$ cat src/rtl/lsu_pkg.sv
// Shared encodings for the load/store pipeline stage.
package lsu_pkg;

  // Upstream op codes; any code not listed here passes straight through.
  localparam logic [3:0] OpNop = 4'h0;
  localparam logic [3:0] OpLb  = 4'h1;
  localparam logic [3:0] OpLh  = 4'h2;
  localparam logic [3:0] OpLw  = 4'h3;
  localparam logic [3:0] OpLd  = 4'h4;
  localparam logic [3:0] OpLbu = 4'h5;
  localparam logic [3:0] OpLhu = 4'h6;
  localparam logic [3:0] OpLwu = 4'h7;
  localparam logic [3:0] OpSb  = 4'h8;
  localparam logic [3:0] OpSh  = 4'h9;
  localparam logic [3:0] OpSw  = 4'hA;
  localparam logic [3:0] OpSd  = 4'hB;

  // Exception causes reported on exc_cause_o.
  localparam logic [3:0] CauseLoadMisaligned  = 4'd4;
  localparam logic [3:0] CauseLoadFault       = 4'd5;
  localparam logic [3:0] CauseStoreMisaligned = 4'd6;
  localparam logic [3:0] CauseStoreFault      = 4'd7;

  typedef enum logic {
    StIdle,
    StBus
  } lsu_state_e;

  typedef enum logic [1:0] {
    SizeB,
    SizeH,
    SizeW,
    SizeD
  } lsu_size_e;

endpackage

$ cat src/rtl/lsu_align.sv
// Byte-lane steering: store byte enables / data replication, load lane extract and extend.
module lsu_align
  import lsu_pkg::*;
#(
  parameter int unsigned XLEN = 32,
  localparam int unsigned NB  = XLEN / 8,
  localparam int unsigned OW  = $clog2(NB)
) (
  input  lsu_size_e         st_size_i,
  input  logic [OW-1:0]     st_off_i,
  input  logic [XLEN-1:0]   st_data_i,
  output logic [NB-1:0]     st_be_o,
  output logic [XLEN-1:0]   st_data_o,
  input  lsu_size_e         ld_size_i,
  input  logic              ld_unsigned_i,
  input  logic [OW-1:0]     ld_off_i,
  input  logic [XLEN-1:0]   ld_rdata_i,
  output logic [XLEN-1:0]   ld_data_o
);

  logic [7:0]      size_mask;
  logic [XLEN-1:0] ld_shifted;

  // Store side: byte-enable mask at the offset, data replicated into every lane.
  always_comb begin
    st_data_o = '0;
    case (st_size_i)
      SizeB:   size_mask = 8'h01;
      SizeH:   size_mask = 8'h03;
      SizeW:   size_mask = 8'h0F;
      default: size_mask = 8'hFF;
    endcase
    st_be_o = NB'(size_mask << st_off_i);
    for (int i = 0; i < int'(NB); i++) begin
      case (st_size_i)
        SizeB:   st_data_o[8*i +: 8] = st_data_i[7:0];
        SizeH:   st_data_o[8*i +: 8] = st_data_i[8*(i%2) +: 8];
        SizeW:   st_data_o[8*i +: 8] = st_data_i[8*(i%4) +: 8];
        default: st_data_o[8*i +: 8] = st_data_i[8*i +: 8];
      endcase
    end
  end

  // Load side: shift the addressed lane down to bit 0, then sign- or zero-extend.
  always_comb begin
    ld_shifted = ld_rdata_i >> {ld_off_i, 3'b000};
    case (ld_size_i)
      SizeB: begin
        if (ld_unsigned_i) ld_data_o = XLEN'(ld_shifted[7:0]);
        else               ld_data_o = XLEN'($signed(ld_shifted[7:0]));
      end
      SizeH: begin
        if (ld_unsigned_i) ld_data_o = XLEN'(ld_shifted[15:0]);
        else               ld_data_o = XLEN'($signed(ld_shifted[15:0]));
      end
      SizeW: begin
        if (ld_unsigned_i) ld_data_o = XLEN'(ld_shifted[31:0]);
        else               ld_data_o = XLEN'($signed(ld_shifted[31:0]));
      end
      default: ld_data_o = ld_shifted;
    endcase
  end

endmodule

$ cat src/rtl/lsu_pipe.sv
// Single-outstanding load/store stage: issues one bus access, stalls upstream until it completes.
module lsu_pipe
  import lsu_pkg::*;
#(
  parameter int unsigned XLEN           = 32,
  parameter int unsigned ADDR_WIDTH     = 32,
  parameter int unsigned TIMEOUT_CYCLES = 255
) (
  input  logic                  clk_i,
  input  logic                  rst_ni,
  input  logic                  valid_i,
  input  logic [3:0]            mem_op_i,
  input  logic [ADDR_WIDTH-1:0] mem_addr_i,
  input  logic [XLEN-1:0]       mem_data_i,
  input  logic [4:0]            reg_waddr_i,
  input  logic                  reg_we_i,
  input  logic [XLEN-1:0]       reg_wdata_i,
  output logic                  stall_o,
  output logic                  bus_req_o,
  output logic                  bus_we_o,
  output logic [ADDR_WIDTH-1:0] bus_addr_o,
  output logic [XLEN/8-1:0]     bus_be_o,
  output logic [XLEN-1:0]       bus_wdata_o,
  input  logic                  bus_ack_i,
  input  logic                  bus_err_i,
  input  logic [XLEN-1:0]       bus_rdata_i,
  output logic                  valid_o,
  output logic [4:0]            reg_waddr_o,
  output logic                  reg_we_o,
  output logic [XLEN-1:0]       reg_wdata_o,
  output logic                  exc_o,
  output logic [3:0]            exc_cause_o
);

  localparam int unsigned NB = XLEN / 8;
  localparam int unsigned OW = $clog2(NB);

  lsu_state_e            state_q, state_d;
  logic [31:0]           cnt_q, cnt_d;
  logic                  valid_q, valid_d;
  logic                  exc_q, exc_d;
  logic [3:0]            cause_q, cause_d;
  logic [4:0]            waddr_q, waddr_d;
  logic                  we_q, we_d;
  logic [XLEN-1:0]       wdata_q, wdata_d;
  logic                  bus_we_q, bus_we_d;
  logic [ADDR_WIDTH-1:0] bus_addr_q, bus_addr_d;
  logic [NB-1:0]         bus_be_q, bus_be_d;
  logic [XLEN-1:0]       bus_wdata_q, bus_wdata_d;
  lsu_size_e             ld_size_q, ld_size_d;
  logic                  ld_uns_q, ld_uns_d;
  logic [OW-1:0]         ld_off_q, ld_off_d;
  logic                  is_ld_q, is_ld_d;
  logic                  pend_we_q, pend_we_d;

  logic                  is_ld, is_st, is_uns, misaligned;
  lsu_size_e             size;
  logic [OW-1:0]         off, align_mask;
  logic [NB-1:0]         st_be;
  logic [XLEN-1:0]       st_data, ld_data;

  assign off = mem_addr_i[OW-1:0];

  // Op decode; 64-bit-only ops fall through as plain writebacks on a 32-bit core.
  always_comb begin
    is_ld  = 1'b0;
    is_st  = 1'b0;
    is_uns = 1'b0;
    size   = SizeB;
    case (mem_op_i)
      OpLb:  is_ld = 1'b1;
      OpLh:  begin is_ld = 1'b1; size = SizeH; end
      OpLw:  begin is_ld = 1'b1; size = SizeW; end
      OpLd:  if (XLEN == 64) begin is_ld = 1'b1; size = SizeD; end
      OpLbu: begin is_ld = 1'b1; is_uns = 1'b1; end
      OpLhu: begin is_ld = 1'b1; is_uns = 1'b1; size = SizeH; end
      OpLwu: if (XLEN == 64) begin is_ld = 1'b1; is_uns = 1'b1; size = SizeW; end
      OpSb:  is_st = 1'b1;
      OpSh:  begin is_st = 1'b1; size = SizeH; end
      OpSw:  begin is_st = 1'b1; size = SizeW; end
      OpSd:  if (XLEN == 64) begin is_st = 1'b1; size = SizeD; end
      default: ;
    endcase
    align_mask = OW'((8'd1 << size) - 8'd1);
    misaligned = |(off & align_mask);
  end

  lsu_align #(
    .XLEN (XLEN)
  ) u_align (
    .st_size_i     (size),
    .st_off_i      (off),
    .st_data_i     (mem_data_i),
    .st_be_o       (st_be),
    .st_data_o     (st_data),
    .ld_size_i     (ld_size_q),
    .ld_unsigned_i (ld_uns_q),
    .ld_off_i      (ld_off_q),
    .ld_rdata_i    (bus_rdata_i),
    .ld_data_o     (ld_data)
  );

  // Next state: accept in IDLE, wait for ack/error/timeout in BUS.
  always_comb begin
    state_d     = state_q;
    cnt_d       = cnt_q;
    valid_d     = 1'b0;
    exc_d       = 1'b0;
    cause_d     = '0;
    we_d        = 1'b0;
    waddr_d     = waddr_q;
    wdata_d     = wdata_q;
    bus_we_d    = bus_we_q;
    bus_addr_d  = bus_addr_q;
    bus_be_d    = bus_be_q;
    bus_wdata_d = bus_wdata_q;
    ld_size_d   = ld_size_q;
    ld_uns_d    = ld_uns_q;
    ld_off_d    = ld_off_q;
    is_ld_d     = is_ld_q;
    pend_we_d   = pend_we_q;
    unique case (state_q)
      StIdle: begin
        if (valid_i) begin
          waddr_d = reg_waddr_i;
          if (is_ld || is_st) begin
            if (misaligned) begin
              valid_d = 1'b1;
              exc_d   = 1'b1;
              wdata_d = '0;
              cause_d = is_ld ? CauseLoadMisaligned : CauseStoreMisaligned;
            end else begin
              state_d     = StBus;
              cnt_d       = '0;
              bus_we_d    = is_st;
              bus_addr_d  = {mem_addr_i[ADDR_WIDTH-1:OW], {OW{1'b0}}};
              bus_be_d    = st_be;
              bus_wdata_d = st_data;
              ld_size_d   = size;
              ld_uns_d    = is_uns;
              ld_off_d    = off;
              is_ld_d     = is_ld;
              pend_we_d   = is_ld & reg_we_i;
            end
          end else begin
            valid_d = 1'b1;
            we_d    = reg_we_i;
            wdata_d = reg_wdata_i;
          end
        end
      end
      StBus: begin
        if (bus_ack_i) begin
          state_d = StIdle;
          valid_d = 1'b1;
          if (bus_err_i) begin
            exc_d   = 1'b1;
            wdata_d = '0;
            cause_d = is_ld_q ? CauseLoadFault : CauseStoreFault;
          end else begin
            we_d    = pend_we_q;
            wdata_d = is_ld_q ? ld_data : '0;
          end
        end else if (TIMEOUT_CYCLES != 0 && (cnt_q + 32'd1) == TIMEOUT_CYCLES) begin
          // No response in time: abandon the access and report it as an access fault.
          state_d = StIdle;
          valid_d = 1'b1;
          exc_d   = 1'b1;
          wdata_d = '0;
          cause_d = is_ld_q ? CauseLoadFault : CauseStoreFault;
        end else begin
          cnt_d = cnt_q + 32'd1;
        end
      end
      default: state_d = StIdle;
    endcase
  end

  // State and output registers; reset clears everything asynchronously.
  always_ff @(posedge clk_i or negedge rst_ni) begin
    if (!rst_ni) begin
      state_q     <= StIdle;
      cnt_q       <= '0;
      valid_q     <= 1'b0;
      exc_q       <= 1'b0;
      cause_q     <= '0;
      waddr_q     <= '0;
      we_q        <= 1'b0;
      wdata_q     <= '0;
      bus_we_q    <= 1'b0;
      bus_addr_q  <= '0;
      bus_be_q    <= '0;
      bus_wdata_q <= '0;
      ld_size_q   <= SizeB;
      ld_uns_q    <= 1'b0;
      ld_off_q    <= '0;
      is_ld_q     <= 1'b0;
      pend_we_q   <= 1'b0;
    end else begin
      state_q     <= state_d;
      cnt_q       <= cnt_d;
      valid_q     <= valid_d;
      exc_q       <= exc_d;
      cause_q     <= cause_d;
      waddr_q     <= waddr_d;
      we_q        <= we_d;
      wdata_q     <= wdata_d;
      bus_we_q    <= bus_we_d;
      bus_addr_q  <= bus_addr_d;
      bus_be_q    <= bus_be_d;
      bus_wdata_q <= bus_wdata_d;
      ld_size_q   <= ld_size_d;
      ld_uns_q    <= ld_uns_d;
      ld_off_q    <= ld_off_d;
      is_ld_q     <= is_ld_d;
      pend_we_q   <= pend_we_d;
    end
  end

  assign stall_o     = (state_q == StBus);
  assign bus_req_o   = (state_q == StBus);
  assign bus_we_o    = bus_we_q;
  assign bus_addr_o  = bus_addr_q;
  assign bus_be_o    = bus_be_q;
  assign bus_wdata_o = bus_wdata_q;
  assign valid_o     = valid_q;
  assign reg_waddr_o = waddr_q;
  assign reg_we_o    = we_q;
  assign reg_wdata_o = wdata_q;
  assign exc_o       = exc_q;
  assign exc_cause_o = cause_q;

endmodule

$ cat config.mk
export PLATFORM = sky130hd
export DESIGN_NAME = lsu_pipe
export DESIGN_NICKNAME = d
export VERILOG_FILES = /design/src/rtl/lsu_pkg.sv /design/src/rtl/lsu_align.sv /design/src/rtl/lsu_pipe.sv
export SDC_FILE = /design/constraint.sdc
export NUM_CORES = 1
export LEC_CHECK = 0
export ABC_AREA = 1
export CORE_ASPECT_RATIO = 2
export CORE_UTILIZATION = 43
export DETAILED_ROUTE_END_ITERATION = 8
export PLACE_DENSITY = 0.73
export SLEW_MARGIN = 5
export SYNTH_ARGS = -nofsm -noshare
export SYNTH_HDL_FRONTEND = slang
export SYNTH_SLANG_ARGS = --single-unit
$ cat constraint.sdc
create_clock -name clk_i -period 2.09 [get_ports clk_i]
set_clock_uncertainty 0.15 [all_clocks]
set_input_delay 0.3135 -clock clk_i [delete_from_list [all_inputs] [get_ports clk_i]]
set_output_delay 0.3135 -clock clk_i [all_outputs]
set_load 0.005 [all_outputs]
==> impl_metrics.toml <==
[run_status]
run_status = "finished with violations"
violations = "negative setup slack"

[critical_path]
crit_required_ns = 2.29
cp-start-kind = "flip-flop"
worstSetupPathType = "flip-flop to flip-flop"
crit_arrival_ns = 2.90
end_kind = "flip-flop"
cp_max_fo = 13

[floorplanning]
dieHeight_um = 199.2
rows = 71
start_util = 0.4418
die_x_um = 100.6
io_pins = 258
die_area_um2 = 20040
core_region_area_um2 = 18920

[global_route]
grt_pass1_vias = 9573
grt_util_all_layers = 0.3183
grt_pass1_wl_um = 48670
grt-ovfl-total = 0
antenna_found_initial = 0
grt_max_degree = 47

[power]
p_total_uw = 11430
p_leak_uw = 0.006344
swShare = 0.3158
pwr-share-seq = 0.350
power.share.clock = 0.284
p_comb_frac = 0.366
cellInternalPower_uw = 7817
power.density_nw_per_um2 = 851.6
p_switching_uw = 3608
vdd_drop_max_mv = 0.6943

[synthesis]
netlist.area_leader.share = 0.4460
postSynthCellCount = 1141
synth_compound_area_frac = 0.1075
synth_top_area_cell = "dfrtp_1"
synth.most_common_cell = "nand2_1"
ys_seq_area_frac = 0.4460
synth_top_family_by_area = "simple AND/OR/NAND/NOR gates"
syn_area_per_cell_um2 = 7.327
synth_cell_types = 38
synth_area_um2 = 8361
synth-simple-area-share = 0.3553
synth-xor-area-share = 0.006286
synth-seq-cells = 149
synthAdderAreaFrac = 0.002993
synth.area.top_cells = "dfrtp_1 (45%), nand2_1 (19%), nand4_1 (5.3%)"
ys_async_sr_fraction = 1.000
synth-main-ff-cell = "dfrtp_1"
yosys-mux-area-fraction = 0.008381
synth_common_cells = "nand2_1 (433), dfrtp_1 (149), nor2_1 (79)"
yosysWarnings = 0
synth_edf_count = 0

[drt]
drt_iter0_drc = 584
drtPass1Iterations = 5
route.detailed.drc = 0
postRouteAntennaNets = 0
wl_per_cell_um = 18.26
vias = 9716
avgViaCountPerCell = 5.452
routed_wl_um = 32540

[cts]
cts_tree = "yes"
cts.sinks = 149
clkTransAtPathRegs_ns = 0.06
clkLatencyLatePin_ns = 0.43
tritoncts.num_buffers = 17
htreeDepth = 4
cts.path.max_buffers = 2
cts_root_buffer = "clkbuf_16"

[layout]
drive_above_1_share = 0.1807
finalNetCount = 1662
area_delta_synth_final_pct = 60.46
n_antenna_cell = 0

[timing]
fmax_mhz = 369.6
slew_viol_final = 0
finalCriticalPeriod_ns = 2.705
hold_viol = 0
worst_pin_slew_ns = 0.5958
maxSlewHeadroom = 0.6022
tns_ns = -37.76
setup_violations = 69
worst_slack_ns = -0.6155
fin_crit_sh = 1.294
rsz0062_at_grt = "yes"

[min_path]
hold_class = "input pin to async pin"

[placed_design]
dp_hpwl_um = 22730
place_congestion = 0.9421
io_buffers = 254

[job]
cap_violations = 0
[worst paths after layout]
check	from	end	slack (ns)	cells after the start
worst max-delay path	cnt_q[1]	cnt_q[31]	-0.62	16
min in group clk_i	mem_addr_i[17]	bus_addr_o[17]	0.26	3
worst min-delay path	rst_ni	cnt_q[25]	0.22	2
worst max register to register	cnt_q[1]	cnt_q[31]	-0.62	16
max in group asynchronous	rst_ni	bus_addr_o[8]	0.91	3
worst min register to register	reg_waddr_o[3]	reg_waddr_o[3]	0.33	2
[sequential cells by signal, indices dropped and copies added (netlist names)]
register / count
bus_we_o: 1
reg_we_o: 1
bus_addr_o: 30
pend_we_q: 1
ld_off_q: 2
reg_waddr_o: 5
is_ld_q: 1
reg_wdata_o: 32
ld_uns_q: 1
bus_req_o: 1
cnt_q: 32
bus_be_o: 4
valid_o: 1
ld_size_q: 2
bus_wdata_o: 32
exc_cause_o: 3
[worst max-delay path, cell delays in order (launching register included)]
cell	delay (ns)
dfrtp_1	0.44
ha_4	0.19
nand2_4	0.07
nor2_4	0.16
buf_12	0.13
buf_6	0.10
nand4_1	0.09
nand2_1	0.10
nand2_1	0.06
nor2_1	0.13
nand3_2	0.11
nor2_4	0.15
nand3_4	0.18
nand2_8	0.16
nand2_4	0.09
buf_12	0.17
o21ai_1	0.14
[power by group through the flow]
stage                     combinational [uW]  sequential, uW  clock (uW)
after floorplan                         1550            4000           0
after global placement                  3930            3990           0
after detailed placement                3990            4010           0
after CTS                               4060            3980        3260
after global routing                    4530            4070        3380
final                                   4180            4000        3240
[final cells by class]
| cell class | instances | area, um^2 |
|---|---|---|
| Timing Repair Buffer | 424 | 4164 |
| Clock buffer | 19 | 442.9 |
| Fill cell | 1467 | 5507 |
| Inverter | 72 | 280.3 |
| Multi-Input combinational cell | 853 | 4322 |
| Clock inverter | 10 | 157.7 |
| Sequential cell | 149 | 3730 |
| Tap cell | 255 | 319.1 |
[per-stage QoR]
stage	instances	hold WS, ns	area [um^2]	utilization	setup slack (ns)
finish	1782	0.2212	13420	0.7090	-0.6155
global route	1782	0.2546	13420	0.7090	-0.7006
global placement	1725	0.09269	12160	0.6429	-0.6049
detailed placement	1725	0.09509	12160	0.6429	-0.7230
floorplan	1143	-0.1321	8399	-	-0.1959
CTS	1769	0.2250	13030	0.6886	-0.4834
[placed cells by master (no fill, tap or decap), types with 19 or more instances in the layout]
cell	synthesis	layout
nand2_1	433	418
o21ai_0	47	36
nor2_1	79	64
clkdlybuf4s50_1	0	251
clkbuf_16	0	19
a21oi_1	34	34
o21ai_1	25	26
nand4_1	71	71
dfrtp_1	149	148
nand3_1	77	75
inv_1	66	63
buf_4	6	139
[timing repair]
item,in CTS,in global routing
cloned,3,4
buffers inserted,12,9
resized for setup,31,65
pin swaps,18,24
endpoints found under the hold margin,33,0
hold buffers,1,0
endpoints found under the setup margin,133,133
[cells by family after synthesis]
logic type,after synthesis
buf+inv,142
flops,149
other cells,1
compound gates,150
xor+xnor,6
mux,7
fa+ha+maj,2
simple gates,684
[per-layer routing]
layer,track usage,wire length (um)
met1,0.3293,10640
met2,0.5649,17390
met3,0.07275,2209
met4,0.2115,2304
met5,0,0
Power figures use the tool's default switching activity.
